--- src/rtl/icache_load_ctrl_if.sv ---
// Host-side load port and instruction-memory write port of icache_load_ctrl.
// master = host/bench driving the load, slave = the load controller.
interface icache_load_ctrl_if #(
  parameter int LENW = 8
);
  logic            LdStart;
  logic [LENW-1:0] LdLen;
  logic [31:0]     LdSum;
  logic [31:0]     LdData;
  logic            LdValid;
  logic            LdReady;
  logic [31:0]     IAddrE;
  logic [31:0]     IInE;
  logic            IWriteE;
  logic            CoreRun;
  logic            LdBusy;
  logic            LdDone;
  logic            LdErr;

  modport master (
    output LdStart, LdLen, LdSum, LdData, LdValid,
    input  LdReady, IAddrE, IInE, IWriteE, CoreRun, LdBusy, LdDone, LdErr
  );

  modport slave (
    input  LdStart, LdLen, LdSum, LdData, LdValid,
    output LdReady, IAddrE, IInE, IWriteE, CoreRun, LdBusy, LdDone, LdErr
  );
endinterface

--- src/rtl/icache_load_ctrl.sv ---
// Program loader: streams host words into instruction memory, then releases the core.
// Optional checksum verification of the loaded image: define ICACHE_LOAD_CHKSUM_EN.
module icache_load_ctrl #(
  parameter int WORDS = 128,
  parameter int LENW  = 8
) (
  input logic               PHI1,
  input logic               MRST,
  icache_load_ctrl_if.slave bus
);

  localparam logic [LENW-1:0] WORDS_L = LENW'(WORDS);
  localparam logic [LENW-1:0] ONE_L   = LENW'(1);

  typedef enum logic [2:0] {
    S_IDLE  = 3'd0,
    S_LOAD  = 3'd1,
    S_FLUSH = 3'd2,
    S_RUN   = 3'd3,
    S_ERR   = 3'd4
  } state_t;

  state_t          state_reg;
  logic [LENW-1:0] cnt_reg;
  logic [LENW-1:0] len_reg;
  logic [LENW-1:0] cnt_next;
  logic            ready_reg;
  logic            write_reg;
  logic            run_reg;
  logic            busy_reg;
  logic            done_reg;
  logic            err_reg;
  logic [31:0]     addr_reg;
  logic [31:0]     data_reg;

  logic idle_like;
  logic len_ok;
  logic load_go;
  logic load_bad;
  logic accept;
  logic sum_ok;

  // A new load may only be requested from a settled state; LOAD/FLUSH ignore LdStart.
  assign idle_like = (state_reg == S_IDLE) || (state_reg == S_RUN) || (state_reg == S_ERR);
  assign len_ok    = (bus.LdLen != '0) && (bus.LdLen <= WORDS_L);
  assign load_go   = idle_like && bus.LdStart && len_ok;
  assign load_bad  = idle_like && bus.LdStart && !len_ok;
  assign accept    = (state_reg == S_LOAD) && bus.LdValid && ready_reg;
  assign cnt_next  = cnt_reg + ONE_L;

`ifdef ICACHE_LOAD_CHKSUM_EN
  logic [31:0] sum_reg;
  logic [31:0] sum_exp_reg;

  always_ff @(posedge PHI1 or negedge MRST) begin
    if (!MRST) begin
      sum_reg     <= '0;
      sum_exp_reg <= '0;
    end else if (load_go) begin
      sum_reg     <= '0;
      sum_exp_reg <= bus.LdSum;
    end else if (accept) begin
      sum_reg     <= sum_reg + bus.LdData;
    end
  end

  assign sum_ok = (sum_reg == sum_exp_reg);
`else
  logic unused_ldsum;
  assign unused_ldsum = ^bus.LdSum;
  assign sum_ok       = 1'b1;
`endif

  always_ff @(posedge PHI1 or negedge MRST) begin
    if (!MRST) begin
      state_reg <= S_IDLE;
      cnt_reg   <= '0;
      len_reg   <= '0;
      ready_reg <= 1'b0;
      write_reg <= 1'b0;
      run_reg   <= 1'b0;
      busy_reg  <= 1'b0;
      done_reg  <= 1'b0;
      err_reg   <= 1'b0;
      addr_reg  <= '0;
      data_reg  <= '0;
    end else begin
      write_reg <= 1'b0;
      done_reg  <= 1'b0;
      case (state_reg)
        S_IDLE, S_RUN, S_ERR: begin
          if (load_go) begin
            state_reg <= S_LOAD;
            cnt_reg   <= '0;
            len_reg   <= bus.LdLen;
            ready_reg <= 1'b1;
            busy_reg  <= 1'b1;
            run_reg   <= 1'b0;
            err_reg   <= 1'b0;
          end else if (load_bad) begin
            state_reg <= S_ERR;
            ready_reg <= 1'b0;
            busy_reg  <= 1'b0;
            run_reg   <= 1'b0;
            err_reg   <= 1'b1;
          end
        end
        S_LOAD: begin
          if (accept) begin
            write_reg <= 1'b1;
            addr_reg  <= 32'(cnt_reg);
            data_reg  <= bus.LdData;
            cnt_reg   <= cnt_next;
            // Dropping ready with the last beat guarantees no write at index >= len.
            if (cnt_next == len_reg) begin
              state_reg <= S_FLUSH;
              ready_reg <= 1'b0;
            end
          end
        end
        S_FLUSH: begin
          busy_reg <= 1'b0;
          if (sum_ok) begin
            state_reg <= S_RUN;
            run_reg   <= 1'b1;
            done_reg  <= 1'b1;
          end else begin
            state_reg <= S_ERR;
            err_reg   <= 1'b1;
          end
        end
        default: begin
          state_reg <= S_IDLE;
          ready_reg <= 1'b0;
          busy_reg  <= 1'b0;
          run_reg   <= 1'b0;
        end
      endcase
    end
  end

  assign bus.LdReady = ready_reg;
  assign bus.IAddrE  = addr_reg;
  assign bus.IInE    = data_reg;
  assign bus.IWriteE = write_reg;
  assign bus.CoreRun = run_reg;
  assign bus.LdBusy  = busy_reg;
  assign bus.LdDone  = done_reg;
  assign bus.LdErr   = err_reg;

endmodule

--- src/flat_wrapper.sv ---
// flat-port wrapper written by rule: the top's interface ports become plain ports
module icache_load_ctrl_flat 
#(
  parameter int WORDS = 128,
  parameter int LENW  = 8
)
  (PHI1, MRST, bus_LdStart, bus_LdLen, bus_LdSum, bus_LdData, bus_LdValid, bus_LdReady, bus_IAddrE, bus_IInE, bus_IWriteE, bus_CoreRun, bus_LdBusy, bus_LdDone, bus_LdErr);
  icache_load_ctrl_if #(.LENW(LENW)) bus_i ();
  input logic PHI1;
  input logic MRST;
  input wire logic [$bits(bus_i.LdStart)-1:0] bus_LdStart;
  input wire logic [$bits(bus_i.LdLen)-1:0] bus_LdLen;
  input wire logic [$bits(bus_i.LdSum)-1:0] bus_LdSum;
  input wire logic [$bits(bus_i.LdData)-1:0] bus_LdData;
  input wire logic [$bits(bus_i.LdValid)-1:0] bus_LdValid;
  output wire logic [$bits(bus_i.LdReady)-1:0] bus_LdReady;
  output wire logic [$bits(bus_i.IAddrE)-1:0] bus_IAddrE;
  output wire logic [$bits(bus_i.IInE)-1:0] bus_IInE;
  output wire logic [$bits(bus_i.IWriteE)-1:0] bus_IWriteE;
  output wire logic [$bits(bus_i.CoreRun)-1:0] bus_CoreRun;
  output wire logic [$bits(bus_i.LdBusy)-1:0] bus_LdBusy;
  output wire logic [$bits(bus_i.LdDone)-1:0] bus_LdDone;
  output wire logic [$bits(bus_i.LdErr)-1:0] bus_LdErr;
  assign bus_i.LdStart = bus_LdStart;
  assign bus_i.LdLen = bus_LdLen;
  assign bus_i.LdSum = bus_LdSum;
  assign bus_i.LdData = bus_LdData;
  assign bus_i.LdValid = bus_LdValid;
  assign bus_LdReady = bus_i.LdReady;
  assign bus_IAddrE = bus_i.IAddrE;
  assign bus_IInE = bus_i.IInE;
  assign bus_IWriteE = bus_i.IWriteE;
  assign bus_CoreRun = bus_i.CoreRun;
  assign bus_LdBusy = bus_i.LdBusy;
  assign bus_LdDone = bus_i.LdDone;
  assign bus_LdErr = bus_i.LdErr;
  icache_load_ctrl #(.WORDS(WORDS), .LENW(LENW)) u_core (.PHI1(PHI1), .MRST(MRST), .bus(bus_i));
endmodule
--- config.mk ---
export PLATFORM = sky130hd
export DESIGN_NAME = icache_load_ctrl_flat
export DESIGN_NICKNAME = d
export VERILOG_FILES = /design/src/rtl/icache_load_ctrl_if.sv /design/src/rtl/icache_load_ctrl.sv /design/src/flat_wrapper.sv
export SDC_FILE = /design/constraint.sdc
export NUM_CORES = 1
export LEC_CHECK = 0
export ABC_CLOCK_PERIOD_IN_PS = 2600
export CAP_MARGIN = 20
export CORE_MARGIN = 4
export CORE_UTILIZATION = 41
export CTS_CLUSTER_SIZE = 16
export DETAILED_ROUTE_END_ITERATION = 8
export PLACE_DENSITY = 0.8
export RECOVER_POWER = 100
export SETUP_SLACK_MARGIN = 0.05
export SLEW_MARGIN = 20
export SYNTH_ARGS = -nofsm -noshare
export SYNTH_HDL_FRONTEND = slang
export SYNTH_SLANG_ARGS = --single-unit
export TNS_END_PERCENT = 20
--- constraint.sdc ---
create_clock -name PHI1 -period 2.6 [get_ports PHI1]
set_clock_uncertainty 0.15 [all_clocks]
set_input_delay 0.26 -clock PHI1 [delete_from_list [all_inputs] [get_ports PHI1]]
set_output_delay 0.26 -clock PHI1 [all_outputs]
set_load 0.02 [all_outputs]
==> results.toml, run 1 <==
[routing]
first_pass_iters = 4
wl_per_cell_um = 12.7
postRouteWirelength_mm = 6.69
viasPerCell = 4.61
drc = 0
final_antenna_net_count = 0
drt_iter0_markers = 61
vias = 2425

[clocking]
clk_latency_ns = 0.33
cts_max_path_buffers = 2
cts_tree = "yes"
root_buffer = "clkbuf_8"
cts_buffers = 9
clk_pin_slew_ns = 0.07
cts-htree-levels = 3
cts.sinks = 65
cts.repair.resized = 0

[cells_and_area]
multi_input_area_um2 = 1240
drive_gt1_share_pct = 8.43
syn_to_final_growth_pct = 35.4
fin_nets = 499
diodes = 0
fillers = 669
seq_area_um2 = 1630
largest_reg_flops = 32
fin_cells = 526

[grt]
grt_use_total_pct = 15.4
antenna_found_initial = 0
grt_pass1_vias = 2395
overflow = 0
grt_max_degree = 55
grt_pass1_wl_mm = 10.8

[placed_design]
hpwl_mm = 5.03
dp.cells = 509
gp_congestion = 0.818
portBuffers = 89

[critical_path]
cp_data_arrival_time_ns = 2.48
cp_max_fo = 8
path_class = "reg -> reg"
start_kind = "register"
endpoint_kind = "register"
critical_path_required_ns = 2.67

[sta]
worst_pin_slew_ns = 0.894
slew_viol_final = 0
slew_headroom_pct = 40.4
max_freq_ghz = 0.414
final_hold_viol_count = 0
period_needed_ns = 2.42
fin_crit_sh_pct = 93.0
finalSetupViolations = 0
fin_setup_tns_ns = 0
grt_setup_unrepaired = "no"

[die]
dieArea_um2 = 8910
die_h_um = 94.4
initial_core_util_pct = 42.2
ios = 146
die_x_um = 94.4
core_area_um2 = 7250
row_count = 31

[synth]
synth_top_area_share_pct = 53.2
yosysTopAreaCell = "dfrtp_1"
yosysUniqueCellTypes = 43
yosysWarningCount = 0
syn_inst = 332
seq_area_frac_synth_pct = 53.2
syn_avg_cell_area_um2 = 9.21
ys_seq_elements = 65
synthTopCellsByArea = "dfrtp_1, nand2_1, buf_4, mux2_2, xnor2_1"
syn_area_um2 = 3060

[power_and_ir_drop]
power_leakage_uw = 0.00205
p_per_area_nw_per_um2 = 1020
ir_worst_vdd_uv = 439

[hold_path]
hold_path_class = "in -> reg"

[job]
drv_cap = 0

[run_status]
outcome = "finished clean"
==> layout by cell type, fill, tap and decap left out, drive strengths merged, types with 2 or more instances in the layout <==
cell and count:
xor2 3, clkinvlp 2, o21ai 5, xnor2 8
a21o 2, dfrtp 65, nand2b 4, a21oi 6
nand3 6, o22ai 2, mux2i 3, and4 2
o21a 2, o211ai 3, nor2 9, buf 3
nor2b 2, inv 5, clkbuf 17, clkdlybuf4s50 42
nand2 131, clkinv 2, dlygate4sd3 47, conb 24
nor3 5, mux2 10, a22o 2
==> metrics by stage <==
| stage | util [%] | instance area, um2 | total power [uW] | hold slack [ns] | setup slack, ns |
|---|---|---|---|---|---|
| final | 57.1 | 4140 | 4210 | 0.299 | 0.182 |
| after global routing | 57.1 | 4140 | 4520 | 0.302 | 0.0500 |
| after CTS | 57.7 | 4180 | 4430 | 0.279 | 0.133 |
| after detailed placement | 54.8 | 3980 | 3570 | 0.242 | 0.143 |
| after global placement | 54.8 | 3980 | 3490 | 0.227 | 0.222 |
| after floorplan | - | 3150 | 2690 | -0.186 | 0.238 |
==> per-layer routing <==
metal,part of all wire [%],track usage (%)
met1,41,18.6
met2,50,26.6
met5,0,0
met4,1.1,6.86
met3,7.2,3.27
==> report_power, final <==
group	internal [uW]	switching, uW	total, uW	leakage, uW
clock network	466	365	831	0.0000953
logic	781	972	1750	0.00112
registers	1400	231	1630	0.000837
total	2650	1570	4210	0.00205
==> Yosys cell counts (all sizes together) <==
cell type	instances
a2111oi	1
a211oi	1
a21boi	1
a21o	2
a21oi	6
a22o	2
a31oi	1
and3	1
and4	2
buf	32
clkbuf	10
conb	1
dfrtp	65
ha	1
inv	5
mux2	10
mux2i	3
nand2	131
nand2b	4
nand3	6
nand3b	1
nand4	1
nor2	9
nor2b	2
nor3	5
nor4	1
o2111ai	1
o211ai	3
o21a	2
o21ai	5
o21bai	1
o221ai	1
o22ai	2
or3	1
or4	1
xnor2	8
xor2	3
==> critical path: stages (launching register included) <==
cell	delay, ns
dfrtp_1	0.48
nand4_1	0.18
or4_1	0.54
o21a_2	0.15
a2111oi_4	0.45
mux2_1	0.36
==> worst paths after layout <==
kind | from | to | cells past startpoint | slack, ns
setup / recovery | u_core.cnt_reg[3] | u_core.state_reg[1] | 5 | 0.18
hold / removal | bus_LdData[9] | u_core.bus.IInE[9] | 3 | 0.30
setup reg to reg | u_core.cnt_reg[3] | u_core.state_reg[1] | 5 | 0.18
hold reg to reg | u_core.bus.IInE[16] | u_core.bus.IInE[16] | 2 | 0.32
max in group asynchronous | MRST | u_core.bus.IInE[12] | 3 | 0.61
min in group asynchronous | MRST | u_core.bus.LdBusy | 2 | 0.41
==> cell type report <==
| class | count | area share [%] |
|---|---|---|
| repair buffers | 98 | 22.7 |
| well taps | 99 | 2.99 |
| clock inverters | 5 | 1.33 |
| multi-input cells | 243 | 29.9 |
| inverters | 5 | 0.453 |
| clock buffers | 11 | 3.41 |
| flip-flops and latches | 65 | 39.3 |
==> kinds of logic after synthesis <==
logic type                 count (synthesis)  share of synthesized area [%]
xor gates and xnor gates                  11                           3.15
other                                      1                          0.123
DFF                                       65                           53.2
AOI/OAI and AO/OA                         29                           7.16
and+or+nand+nor                          165                           22.3
adders and majority gates                  1                          0.409
muxes                                     13                           4.79
buffers and inverters                     47                           8.87
==> timing repair <==
item | in CTS | in global routing
setup endpoints to repair | 0 | 1
setup buffers | 0 | 0
hold buffers | 1 | 0
hold endpoints to repair | 32 | 0
Note: power is estimated with default switching activity, not from simulation.
==> run 2: changes to the inputs <==
HOLD_SLACK_MARGIN = 0.12   (was default)
==> results of run 2 <==
Final layout, timing and power as in run 1 (identical DEF).
==> run 3: changes to the inputs <==
ABC_AREA = 1   (was default)
PLACE_DENSITY = 0.81   (was 0.8)
==> results.toml, run 3 <==
[critical_path]
cpPeakStageDelay_ns = 0.48
crit_buf_inv = 0
path_class = "reg -> reg"
cp_max_fo = 7
cp_data_arrival_time_ns = 2.12
endpoint_kind = "register"
crit_top_cell = "nand2_1"
crit_family = "simple AND/OR/NAND/NOR gates"
worstPathCellList = "ha_1, nand2_1, nor2_1, nand2_1, nand2_1, nand2_1, nand2_1, nand2_1, nor2_2, nand3_1, nand2_1, nand2_1, nand2_1, nand2_1"
critical_path_required_ns = 2.65
cp_slowest_cell = "dfrtp_1"
start_kind = "register"

[placed_design]
gp_congestion = 0.847
hpwl_mm = 4.74
portBuffers = 89

[die]
initial_core_util_pct = 41.8
die_x_um = 93.8
row_count = 31
core_area_um2 = 7210
dieArea_um2 = 8790
ios = 146
die_h_um = 93.8

[sta]
worst_pin_slew_ns = 1.58
fin_setup_tns_ns = 0
max_freq_ghz = 0.485
fin_crit_sh_pct = 79.4
slew_viol_final = 28
period_needed_ns = 2.06
finalSetupViolations = 0
slew_headroom_pct = -5.56
grt_setup_unrepaired = "no"
final_hold_viol_count = 0

[synth]
synth_top_area_share_pct = 53.9
yosysWarningCount = 0
synth_common_cells = "nand2_1, dfrtp_1, inv_1"
yosysTopAreaCell = "dfrtp_1"
synth_most_common_cell = "nand2_1"
ys_seq_elements = 65
syn_area_um2 = 3020
synth-edff-count = 0
syn_avg_cell_area_um2 = 8.07
yosysUniqueCellTypes = 26
synthTopCellsByArea = "dfrtp_1, nand2_1, buf_4, inv_1, nand3_1"
async_flop_share_pct = 100
seq_area_frac_synth_pct = 53.9
syn_inst = 374
synth_flop_cell = "dfrtp_1"

[clocking]
clk_pin_slew_ns = 0.07
cts-htree-levels = 3
cts_buffers = 9
cts.repair.resized = 0
root_buffer = "clkbuf_8"
cts_tree = "yes"
cts_max_path_buffers = 2
clk_latency_ns = 0.34
ctsHoldBuffers = 1
cts.sinks = 65
postCtsSetupBuffers = 0

[run_status]
outcome = "complete, but fails checks"
violations = "capacitance limit, slew limit"

[power_and_ir_drop]
power.switching_uw = 1540
p_int_uw = 2520
pwr-share-seq_pct = 38.8
power_leakage_uw = 0.00218
ir_worst_vdd_uv = 345
combinationalPowerShare_pct = 40.3
swShare_pct = 38.0
pwr-share-clk_pct = 20.9
p_per_area_nw_per_um2 = 988

[grt]
overflow = 0
grt_pass1_vias = 2526
grt_use_total_pct = 16.3
grt_pass1_wl_mm = 11.3
antenna_found_initial = 0
grt_max_degree = 47

[cells_and_area]
final_common_cell = "nand2_1"
fin_nets = 544
drive_gt1_share_pct = 4.87
fin_util_pct = 57.1
final_cell_mix = "nand2_1, dfrtp_1, dlygate4sd3_1"
largest_reg_flops = 32
diodes = 0
syn_to_final_growth_pct = 36.5

[job]
drv_cap = 1

[routing]
viasPerCell = 4.46
postRouteWirelength_mm = 6.57
wl_per_cell_um = 11.5
final_antenna_net_count = 0
drt_iter0_markers = 105
vias = 2544
first_pass_iters = 4
drc = 0

[hold_path]
hold_path_class = "in -> reg"
-- run 3: final cells by class --
type	count	area (um2)
fillers	673	3100
flip-flops and latches	65	1630
multi-input cells	268	1130
repair buffers	93	923
clock buffers	11	141
well taps	99	124
inverters	30	113
clock inverters	5	55.1
-- run 3: through the flow --
step | std cells | total power, uW | hold slack [ns] | setup slack (ns) | cell area (um2)
2_1_floorplan | 397 | 2600 | -0.186 | 0.818 | 3100
3_3_place_gp | 554 | 3340 | 0.169 | 0.665 | 3930
3_5_place_dp | 554 | 3390 | 0.176 | 0.598 | 3930
4_1_cts | 571 | 4250 | 0.290 | 0.603 | 4140
5_1_grt | 571 | 4370 | 0.303 | 0.267 | 4120
6_report | 571 | 4070 | 0.305 | 0.536 | 4120
-- run 3: path summary, 6_finish.rpt --
kind	start	end	slack (ns)	depth (start not counted)
max reg2reg	u_core.cnt_reg[0]	u_core.bus.LdReady	0.54	14
max in group asynchronous	MRST	u_core.len_reg[6]	0.66	2
min in group asynchronous	MRST	u_core.bus.IInE[12]	0.71	2
min	bus_LdData[0]	u_core.bus.IInE[0]	0.30	3
min reg2reg	u_core.bus.IAddrE[1]	u_core.bus.IAddrE[1]	0.31	2
max	u_core.cnt_reg[0]	u_core.bus.LdReady	0.54	14
-- run 3: cell families (layout without fill, tap and decap cells) --
| family | count (synthesis) | in the layout | share of synthesized area (%) |
|---|---|---|---|
| XOR/XNOR | 2 | 2 | 0.581 |
| flip-flops | 65 | 65 | 53.9 |
| adder cells (fa/ha/maj) | 1 | 1 | 0.415 |
| buffers and inverters | 64 | 139 | 11.0 |
| AND/OR/NAND/NOR | 216 | 216 | 28.9 |
| other | 1 | 24 | 0.124 |
| AO/OA/AOI/OAI | 25 | 25 | 5.02 |
-- run 3: tightest hold or removal path, delay by kind of cell --
| family | cells | cell delay [ns] |
|---|---|---|
| buffers and inverters | 1 | 0.39 |
| AND/OR/NAND/NOR | 2 | 0.11 |
-- run 3: routing by layer --
metal	GRT usage, %	wire length, um
met2	26.0	3010
met1	21.0	2970
met5	0	0
met4	7.94	104
met3	3.53	492
-- run 3: power by group through the flow --
stage	Sequential, uW	Clock, uW	Combinational [uW]
after floorplan	1930	0	663
after global placement	1590	0	1750
after detailed placement	1610	0	1780
after CTS	1590	872	1790
after global routing	1640	910	1820
final	1580	849	1640
